==> src/rtl/axi4_lite_pkg.sv <==
// Shared AXI4-Lite response codes and the control-port arbiter state encoding.
package axi4_lite_pkg;

  localparam logic [1:0] RESP_OKAY   = 2'b00;
  localparam logic [1:0] RESP_EXOKAY = 2'b01;
  localparam logic [1:0] RESP_SLVERR = 2'b10;
  localparam logic [1:0] RESP_DECERR = 2'b11;

  typedef enum logic [2:0] {
    IDLE  = 3'd0,
    ISSUE = 3'd1,
    WAIT  = 3'd2,
    RESP  = 3'd3,
    DRAIN = 3'd4
  } arb_state_e;

endpackage

==> src/rtl/axi4_lite_rr_arbiter.sv <==
// Combinational round-robin picker: first set request at or above ptr, wrapping at NUM_REQ.
module axi4_lite_rr_arbiter #(
  parameter int NUM_REQ = 4,
  parameter int IW      = (NUM_REQ > 1) ? $clog2(NUM_REQ) : 1
) (
  input  logic [NUM_REQ-1:0] req,
  input  logic [IW-1:0]      ptr,
  output logic [NUM_REQ-1:0] grant,
  output logic [IW-1:0]      index
);

  logic [IW:0] cand_s;
  logic [IW:0] wrap_s;
  logic        hit_s;

  // Scan offsets from farthest to nearest so the nearest requester wins.
  always_comb begin
    grant  = '0;
    index  = '0;
    cand_s = '0;
    wrap_s = '0;
    hit_s  = 1'b0;
    for (int i = NUM_REQ - 1; i >= 0; i--) begin
      cand_s = {1'b0, ptr} + (IW + 1)'(i);
      wrap_s = (cand_s >= (IW + 1)'(NUM_REQ)) ? (cand_s - (IW + 1)'(NUM_REQ)) : cand_s;
      hit_s  = req[wrap_s[IW-1:0]];
      grant  = hit_s ? (NUM_REQ'(1) << wrap_s[IW-1:0]) : grant;
      index  = hit_s ? wrap_s[IW-1:0] : index;
    end
  end

endmodule

==> src/rtl/axi4_lite_ctrl_arbiter.sv <==
// Round-robin sharing of one AXI4-Lite master control port between NUM_REQ requesters.
// Optional WAIT timeout with DRAIN recovery is enabled by defining ARB_TIMEOUT_EN.
module axi4_lite_ctrl_arbiter
  import axi4_lite_pkg::*;
#(
  parameter int NUM_REQ        = 4,
  parameter int DATA_WIDTH     = 32,
  parameter int ADDRESS_WIDTH  = 32,
  parameter int TIMEOUT_CYCLES = 1024
) (
  input  logic                                ACLK,
  input  logic                                ARESETn,
  input  logic [NUM_REQ-1:0]                  req_valid,
  input  logic [NUM_REQ-1:0]                  req_write,
  input  logic [NUM_REQ*ADDRESS_WIDTH-1:0]    req_addr,
  input  logic [NUM_REQ*DATA_WIDTH-1:0]       req_wdata,
  input  logic [NUM_REQ*(DATA_WIDTH/8)-1:0]   req_wstrb,
  output logic [NUM_REQ-1:0]                  req_ready,
  output logic [NUM_REQ-1:0]                  rsp_valid,
  output logic [DATA_WIDTH-1:0]               rsp_rdata,
  output logic [1:0]                          rsp_resp,
  output logic [ADDRESS_WIDTH-1:0]            ctrl_addr,
  output logic [DATA_WIDTH-1:0]               ctrl_wdata,
  output logic [DATA_WIDTH/8-1:0]             ctrl_wstrb,
  output logic                                ctrl_write_req,
  output logic                                ctrl_read_req,
  input  logic [DATA_WIDTH-1:0]               ctrl_rdata,
  input  logic                                ctrl_write_done,
  input  logic                                ctrl_read_done,
  input  logic [1:0]                          ctrl_resp,
  output logic                                busy
);

  localparam int IW = (NUM_REQ > 1) ? $clog2(NUM_REQ) : 1;
  localparam int SW = DATA_WIDTH / 8;

  arb_state_e               state_r;
  arb_state_e               next_state_s;
  logic [IW-1:0]            ptr_r;
  logic [IW-1:0]            arb_idx_s;
  logic [NUM_REQ-1:0]       arb_grant_s;
  logic [NUM_REQ-1:0]       grant_r;
  logic                     arb_any_s;
  logic                     grant_load_s;
  logic                     op_write_r;
  logic                     done_match_s;
  logic                     done_hit_s;
  logic                     timeout_hit_s;
  logic [NUM_REQ-1:0]       req_ready_r;
  logic [NUM_REQ-1:0]       rsp_valid_r;
  logic [DATA_WIDTH-1:0]    rsp_rdata_r;
  logic [1:0]               rsp_resp_r;
  logic [ADDRESS_WIDTH-1:0] ctrl_addr_r;
  logic [DATA_WIDTH-1:0]    ctrl_wdata_r;
  logic [SW-1:0]            ctrl_wstrb_r;
  logic                     ctrl_write_req_r;
  logic                     ctrl_read_req_r;
  logic                     busy_r;

  axi4_lite_rr_arbiter #(
    .NUM_REQ (NUM_REQ),
    .IW      (IW)
  ) u_rr (
    .req   (req_valid),
    .ptr   (ptr_r),
    .grant (arb_grant_s),
    .index (arb_idx_s)
  );

  assign arb_any_s    = |req_valid;
  assign grant_load_s = (state_r == IDLE) && arb_any_s;
  // A done pulse of the other operation type never ends WAIT.
  assign done_match_s = op_write_r ? ctrl_write_done : ctrl_read_done;
  assign done_hit_s   = (state_r == WAIT) && done_match_s;

`ifdef ARB_TIMEOUT_EN
  logic [15:0] tmo_cnt_r;

  // Counts consecutive WAIT cycles; cleared in every other state.
  always_ff @(posedge ACLK or negedge ARESETn) begin
    if (!ARESETn) begin
      tmo_cnt_r <= 16'd0;
    end else if (state_r == WAIT) begin
      tmo_cnt_r <= tmo_cnt_r + 16'd1;
    end else begin
      tmo_cnt_r <= 16'd0;
    end
  end

  assign timeout_hit_s = (state_r == WAIT) && !done_match_s &&
                         (tmo_cnt_r == 16'(TIMEOUT_CYCLES - 1));
`else
  assign timeout_hit_s = 1'b0;
`endif

  // State register.
  always_ff @(posedge ACLK or negedge ARESETn) begin
    if (!ARESETn) begin
      state_r <= IDLE;
    end else begin
      state_r <= next_state_s;
    end
  end

  // Next-state logic.
  always_comb begin
    next_state_s = state_r;
    case (state_r)
      IDLE: begin
        if (arb_any_s) begin
          next_state_s = ISSUE;
        end else begin
          next_state_s = IDLE;
        end
      end
      ISSUE: next_state_s = WAIT;
      WAIT: begin
        if (done_match_s) begin
          next_state_s = RESP;
        end else if (timeout_hit_s) begin
          next_state_s = DRAIN;
        end else begin
          next_state_s = WAIT;
        end
      end
      RESP: next_state_s = IDLE;
`ifdef ARB_TIMEOUT_EN
      DRAIN: begin
        if (ctrl_write_done || ctrl_read_done) begin
          next_state_s = IDLE;
        end else begin
          next_state_s = DRAIN;
        end
      end
`endif
      default: next_state_s = IDLE;
    endcase
  end

  // Grant latching, pointer advance and all registered outputs.
  always_ff @(posedge ACLK or negedge ARESETn) begin
    if (!ARESETn) begin
      ptr_r            <= '0;
      grant_r          <= '0;
      op_write_r       <= 1'b0;
      req_ready_r      <= '0;
      rsp_valid_r      <= '0;
      rsp_rdata_r      <= '0;
      rsp_resp_r       <= RESP_OKAY;
      ctrl_addr_r      <= '0;
      ctrl_wdata_r     <= '0;
      ctrl_wstrb_r     <= '0;
      ctrl_write_req_r <= 1'b0;
      ctrl_read_req_r  <= 1'b0;
      busy_r           <= 1'b0;
    end else begin
      req_ready_r      <= grant_load_s ? arb_grant_s : '0;
      ctrl_write_req_r <= grant_load_s && req_write[arb_idx_s];
      ctrl_read_req_r  <= grant_load_s && !req_write[arb_idx_s];
      busy_r           <= (next_state_s != IDLE);
      if (grant_load_s) begin
        grant_r      <= arb_grant_s;
        op_write_r   <= req_write[arb_idx_s];
        ctrl_addr_r  <= req_addr[int'(arb_idx_s)*ADDRESS_WIDTH +: ADDRESS_WIDTH];
        ctrl_wdata_r <= req_wdata[int'(arb_idx_s)*DATA_WIDTH +: DATA_WIDTH];
        ctrl_wstrb_r <= req_wstrb[int'(arb_idx_s)*SW +: SW];
        ptr_r        <= (arb_idx_s == IW'(NUM_REQ - 1)) ? '0 : (arb_idx_s + IW'(1));
      end
      if (done_hit_s) begin
        rsp_valid_r <= grant_r;
        rsp_rdata_r <= op_write_r ? '0 : ctrl_rdata;
        rsp_resp_r  <= ctrl_resp;
      end else if (timeout_hit_s) begin
        rsp_valid_r <= grant_r;
        rsp_rdata_r <= '0;
        rsp_resp_r  <= RESP_SLVERR;
      end else begin
        rsp_valid_r <= '0;
        rsp_rdata_r <= '0;
        rsp_resp_r  <= RESP_OKAY;
      end
    end
  end

  assign req_ready      = req_ready_r;
  assign rsp_valid      = rsp_valid_r;
  assign rsp_rdata      = rsp_rdata_r;
  assign rsp_resp       = rsp_resp_r;
  assign ctrl_addr      = ctrl_addr_r;
  assign ctrl_wdata     = ctrl_wdata_r;
  assign ctrl_wstrb     = ctrl_wstrb_r;
  assign ctrl_write_req = ctrl_write_req_r;
  assign ctrl_read_req  = ctrl_read_req_r;
  assign busy           = busy_r;

endmodule

==> config.mk <==
export PLATFORM = sky130hd
export DESIGN_NAME = axi4_lite_ctrl_arbiter
export DESIGN_NICKNAME = d
export VERILOG_FILES = /design/src/rtl/axi4_lite_pkg.sv /design/src/rtl/axi4_lite_rr_arbiter.sv /design/src/rtl/axi4_lite_ctrl_arbiter.sv
export SDC_FILE = /design/constraint.sdc
export NUM_CORES = 1
export LEC_CHECK = 0
export CAP_MARGIN = 10
export CORE_AREA = 5 5 164 166
export CTS_CLUSTER_DIAMETER = 120
export DETAILED_ROUTE_END_ITERATION = 7
export DIE_AREA = 0 0 169 171
export PLACE_DENSITY = 0.75
export SLEW_MARGIN = 5
export SYNTH_ARGS = -nofsm -noshare
export SYNTH_HDL_FRONTEND = slang
export SYNTH_SLANG_ARGS = --single-unit
==> constraint.sdc <==
create_clock -name ACLK -period 4.45 [get_ports ACLK]
set_clock_uncertainty 0.2 [all_clocks]
set_input_delay 0.445 -clock ACLK [delete_from_list [all_inputs] [get_ports ACLK]]
set_output_delay 0.445 -clock ACLK [all_outputs]
set_load 0.1 [all_outputs]
## Word-level counts from Yosys, hierarchy flattened

Cells that the tools add are included.

- Shifts and indexed selects: 7
- Eq/ne operators: 3
- Add/sub/neg operators: 8
- $lt $le $gt $ge: 9
- Reduce and logical (&&, ||, !) cells: 8
- Multiplexer cells: 32

Operator list:

| kind | number |
|---|---|
| variable part select 128 x 8 -> 32 bit | 2 |
| 2-to-1 mux 32 bit | 2 |
| 2-to-1 mux 4 bit | 6 |
| 2-to-1 mux 2 bit | 10 |
| variable part select 16 x 5 -> 4 bit | 1 |
| << shifter 1 x 2 -> 4 bit (first input constant) | 4 |
| less-than comparator 2 x 3 -> 1 bit (second input constant) | 5 |
| binary-select mux 1 bit (select 2 bit) | 5 |
| greater-or-equal comparator 3 bit (second input constant) | 3 |
| case mux 3 bit (3 select lines) | 1 |
| 2-to-1 mux 1 bit | 8 |
| subtractor 2 x 1 -> 2 bit (second input constant) | 4 |
| adder 2 x 2 -> 3 bit (second input constant) | 2 |
| logical AND 1 bit | 4 |
| OR reduction 4 bit | 1 |
| adder 2 x 1 -> 3 bit (second input constant) | 1 |
| == test 3 x 1 -> 1 bit (second input constant) | 1 |
| == test 3 x 2 -> 1 bit (second input constant) | 1 |
| greater-or-equal comparator 2 x 3 -> 1 bit (second input constant) | 1 |
| logical NOT 3 bit | 1 |
| nonzero test 3 bit | 1 |
| adder 2 x 1 -> 2 bit (second input constant) | 1 |
| == test 2 bit (second input constant) | 1 |
| logical NOT 1 bit | 1 |

- Output and inout bits: 113
- Word-level logic and storage cells: 81
- Register bits after elaboration: 123

## Depth between registers and ports, before layout

- Depth in word-level cells: 13
- Depth in mapped cells: 13
- Gate-level depth less buffers: 8

## Cells and area by module

Synthesis repeated with hierarchy kept, for this count alone.

- Cells, all modules: 557
- Area, all modules: 6536.3 um^2

Modules (own cells, without submodules):

| module | seq. area each (um^2) | area an instance (um^2) | cells an instance | instances |
|---|---|---|---|---|
| axi4_lite_ctrl_arbiter | 3052.9 | 6045.8 | 497 | 1 |
| axi4_lite_rr_arbiter | 0.0 | 490.5 | 60 | 1 |

## Worst setup path after synthesis

No wires, ideal clock.

- Path kind: register -> register
- Start point: register ptr_r[0]
- End point: register ctrl_addr_r[10], in the netlist ctrl_addr[10]
- Stages on the path, launching flop included: 14
- Buffers on the path: 5
- Arrival time: 2879 ps
- Setup time: 142 ps
- Clock period less this slack: 3221 ps
- Setup slack: 1229 ps
- Cells stage by stage: dfrtp_1 > buf_4 > inv_1 > ha_1 > mux4_2 > nand2b_1 > buf_2 > a21boi_1 > or2_1 > buf_6 > buf_12 > buf_12 > mux2i_1 > o221ai_1

- Word-level cells in the longest chain between the ends: 10

RTL lines:

| item | RTL line | RTL |
|---|---|---|
| from (decl) | axi4_lite_ctrl_arbiter.sv:39 | `logic [IW-1:0] ptr_r;` |
| from (signal assigned) | axi4_lite_ctrl_arbiter.sv:167 | `ptr_r <= (arb_idx_s == IW'(NUM_REQ - 1)) ? '0 : (arb_idx_s + IW'(1));` |
| adder 2 x 2 -> 3 bit | axi4_lite_rr_arbiter.sv:24 | `cand_s = {1'b0, ptr} + (IW + 1)'(i);` |
| greater-or-equal comparator 3 bit / subtractor 2 x 1 -> 2 bit (equally long branches) | axi4_lite_rr_arbiter.sv:25 | `wrap_s = (cand_s >= (IW + 1)'(NUM_REQ)) ? (cand_s - (IW + 1)'(NUM_REQ)) : cand_s;` |
| 2-to-1 mux 2 bit | axi4_lite_rr_arbiter.sv:25 |  |
| binary-select mux 1 bit (select 2 bit) | axi4_lite_rr_arbiter.sv:26 | `hit_s = req[wrap_s[IW-1:0]];` |
| 2-to-1 mux 1 bit (implied by the code) | axi4_lite_rr_arbiter.sv:26 |  |
| 2-to-1 mux 2 bit (3 in a row) | axi4_lite_rr_arbiter.sv:28 | `index = hit_s ? wrap_s[IW-1:0] : index;` |
| 2-to-1 mux 2 bit (*) | axi4_lite_rr_arbiter.sv:28 |  |
| variable part select 128 x 8 -> 32 bit (*) | axi4_lite_ctrl_arbiter.sv:164 | `ctrl_addr_r <= req_addr[int'(arb_idx_s)*ADDRESS_WIDTH +: ADDRESS_WIDTH];` |
| to (signal assigned) | axi4_lite_ctrl_arbiter.sv:164 |  |
| to (decl) | axi4_lite_ctrl_arbiter.sv:53 | `logic [ADDRESS_WIDTH-1:0] ctrl_addr_r;` |

Mark *: on every way between the ends. The rest lies on a longest branch, timed or not. The select of a mux whose other input is x is not followed.
A chain may end at the register's enable or synchronous reset.

## Worst setup path in the final report

- Start point: register ptr_r[1]
- End point: register ctrl_addr_r[14], in the netlist ctrl_addr[14]

The elaborated chain is that of the path after synthesis.

==> flow_summary.json <==
{
  "synth_top_area_cell": "dfrtp_1",
  "pin_count": 431,
  "cts_buffers": 17,
  "crit_path_end_kind": "flip-flop",
  "drive_gt1_frac": 0.0670,
  "synth_edf_count": 0,
  "hold_slack_ns": 0.270,
  "port_buffers": 430,
  "slew_headroom": 0.302,
  "worstPathRequired_ns": 4.50,
  "drtAntennaViolNets": 0,
  "synth_area_leaders": "dfrtp_1, mux2i_1, and2_1, a2111oi_0, o211ai_1",
  "syn_to_final_growth_pct": 67.0,
  "peakVddDrop_v": 0.000570,
  "avgSynthCellArea_um2": 9.54,
  "finalCoreUtilization": 0.511,
  "nets": 1539,
  "yosysMostFrequentCell": "dfrtp_1",
  "worst_slack_ns": 0.722,
  "cp.arrival_ns": 3.78,
  "clk_path_buf_depth": 2,
  "antenna_found_initial": 0,
  "grt_overflow_total": 0,
  "dr.pass1.iters": 5,
  "syn-num-nets": 1146,
  "cts_tree": "built",
  "fin_crit_sh": 0.838,
  "setup_tns_ns": 0,
  "grtUsageTotal": 0.214,
  "ys_seq_area_frac": 0.392,
  "routed_wl_mm": 32.3,
  "ys_ff_latch": 122,
  "globalplace.congestion": 0.850,
  "tightest_slew_ns": 1.04,
  "status": "finished clean",
  "max_freq_ghz": 0.268,
  "grt_pass1_vias": 8621,
  "synth_warnings": 0,
  "maxCapViolCount": 0,
  "synth_top_area_frac": 0.392,
  "dp_hpwl_mm": 23.8,
  "grt_pass1_wl_mm": 48.6,
  "p_leak_nw": 5.09,
  "crit_fanout": 34,
  "drt_iter0_drc": 574,
  "synth_common_cells": "dfrtp_1, and2_1, mux2i_1",
  "cts-root-buf": "clkbuf_16",
  "die_x_um": 169,
  "drc_errors": 0,
  "rsz0062_at_grt": "no",
  "synth_cell_type_count": 43,
  "crit_type": "reg -> reg",
  "dieArea_mm2": 0.0289,
  "clk_pin_slew_worst_paths_ns": 0.06,
  "slew_violations": 0,
  "fin_crit_ns": 3.73,
  "htreeDepth": 4,
  "via_per_inst": 5.36,
  "ctsResizeCount": 0,
  "cts_sinks": 122,
  "finalSetupViolCount": 0,
  "hold_viol_final": 0,
  "hold_path.class": "reg -> reg",
  "grt_max_degree": 66,
  "nFillCells": 2357,
  "start_util": 0.306,
  "start_kind": "flip-flop",
  "vias": 8356,
  "insertion_delay_ns": 0.43,
  "die_h_um": 171,
  "dominantRegCellSynth": "dfrtp_1",
  "core_area_mm2": 0.0255,
  "wire_per_inst_um": 20.7,
  "core.rowCount": 59,
  "syn_area_mm2": 0.00779,
  "netlist_instances": 817,
  "synthArstFlopShare": 1.00,
  "dp_slack_ns": 0.754,
  "power_density_mw_per_mm2": 897
}
layer usage:
layer	GRT usage	wire, um	part of all wire	vias up
li1	-	-	-	3874
met1	0.246	12100	0.38	4006
met2	0.385	16600	0.51	417
met3	0.0541	2810	0.087	59
met4	0.0763	762	0.024	0
met5	0	0	0	-
final cells by class:
cell class              count  area [um2]  area share
multi-input cells         603        4330       0.333
clock inverters            15         200      0.0154
flip-flops and latches    122        3050       0.235
repair buffers            457        4550       0.349
well taps                 335         419      0.0322
inverters                   9        33.8     0.00260
clock buffers              17         425      0.0327
diodes                      1        2.50    0.000192
stage by stage:
step                      instance area (um2)  power (mW)  cells
after global placement                  12400        10.1   1525
after floorplan                          7790        8.02    817
final                                   13000        11.7   1559
after CTS                               13000        11.8   1558
after global routing                    13000        12.3   1558
after detailed placement                12400        10.2   1525
timing repair:
action	4_1_cts	5_1_grt
buffers inserted	0	0
endpoints found under the hold margin	63	0
hold buffers	1	0
path summary, 6_finish.rpt:
check | cells past startpoint | slack (ns) | endpoint | start
worst max-delay path | 8 | 0.72 | ctrl_addr[14] | ptr_r[1]
worst min-delay path | 1 | 0.27 | grant_r[3] | grant_r[3]
worst max register to register | 8 | 0.72 | ctrl_addr[14] | ptr_r[1]
worst min register to register | 1 | 0.27 | grant_r[3] | grant_r[3]
max in group asynchronous | 3 | 2.67 | ctrl_wdata[15] | ARESETn
min in group asynchronous | 2 | 0.39 | rsp_rdata[21] | ARESETn
placed cells by master, fill, tap and decap left out, drive strengths merged:
cell / netlist / final
clkbuf: 55 / 17
nand3: 54 / 54
a31oi: 2 / 2
clkinv: 0 / 2
dlygate4sd3: 0 / 1
bufinv: 0 / 3
a21oi: 59 / 59
xnor2: 1 / 1
nand4b: 1 / 1
clkinvlp: 0 / 2
nand2b: 2 / 2
mux2i: 86 / 86
diode: 0 / 1
buf: 28 / 27
a21o: 5 / 5
ha: 11 / 11
a2111oi: 54 / 54
o221ai: 17 / 17
mux4: 4 / 4
and2: 91 / 91
inv: 9 / 17
o211ai: 57 / 57
nor2b: 3 / 3
a221o: 4 / 4
o21ai: 3 / 3
a31o: 1 / 1
a311oi: 1 / 1
o21ba: 1 / 1
mux2: 3 / 3
o31a: 1 / 1
a21boi: 1 / 1
dfrtp: 122 / 122
a211oi: 54 / 54
o31ai: 1 / 1
clkdlybuf4s50: 0 / 429
nand2: 24 / 24
or2: 3 / 3
or4bb: 1 / 1
nor2: 58 / 58
critical path, stage by stage, from the launching register on:
cell and delay (ns):
dfrtp_1 0.62, inv_1 0.18, ha_1 0.43, mux4_2 0.27, a31oi_1 0.09, a31oi_2 0.24, nand2_2 0.47, a2111oi_0 0.94
a211oi_1 0.10
sequential cells by signal (all words and copies together) (netlist names), 4 cells and up:
signal,flops
ctrl_addr,32
ctrl_wdata,32
ctrl_wstrb,4
grant_r,4
req_ready,4
rsp_rdata,32
rsp_valid,4
power breakdown:
part           switching [mW]  internal (mW)  total [mW]
Combinational            5.85           2.50        8.35
Sequential              0.241           1.57        1.81
Clock                   0.609          0.904        1.51
Total                    6.70           4.97        11.7
cell families after synthesis:
family / share of synthesized area
buf+inv: 0.0605
compound gates: 0.246
fa+ha+maj: 0.0177
xor+xnor: 0.00112
flops: 0.392
mux: 0.127
simple gates: 0.156
No activity file was read; power rests on OpenSTA's default activity.
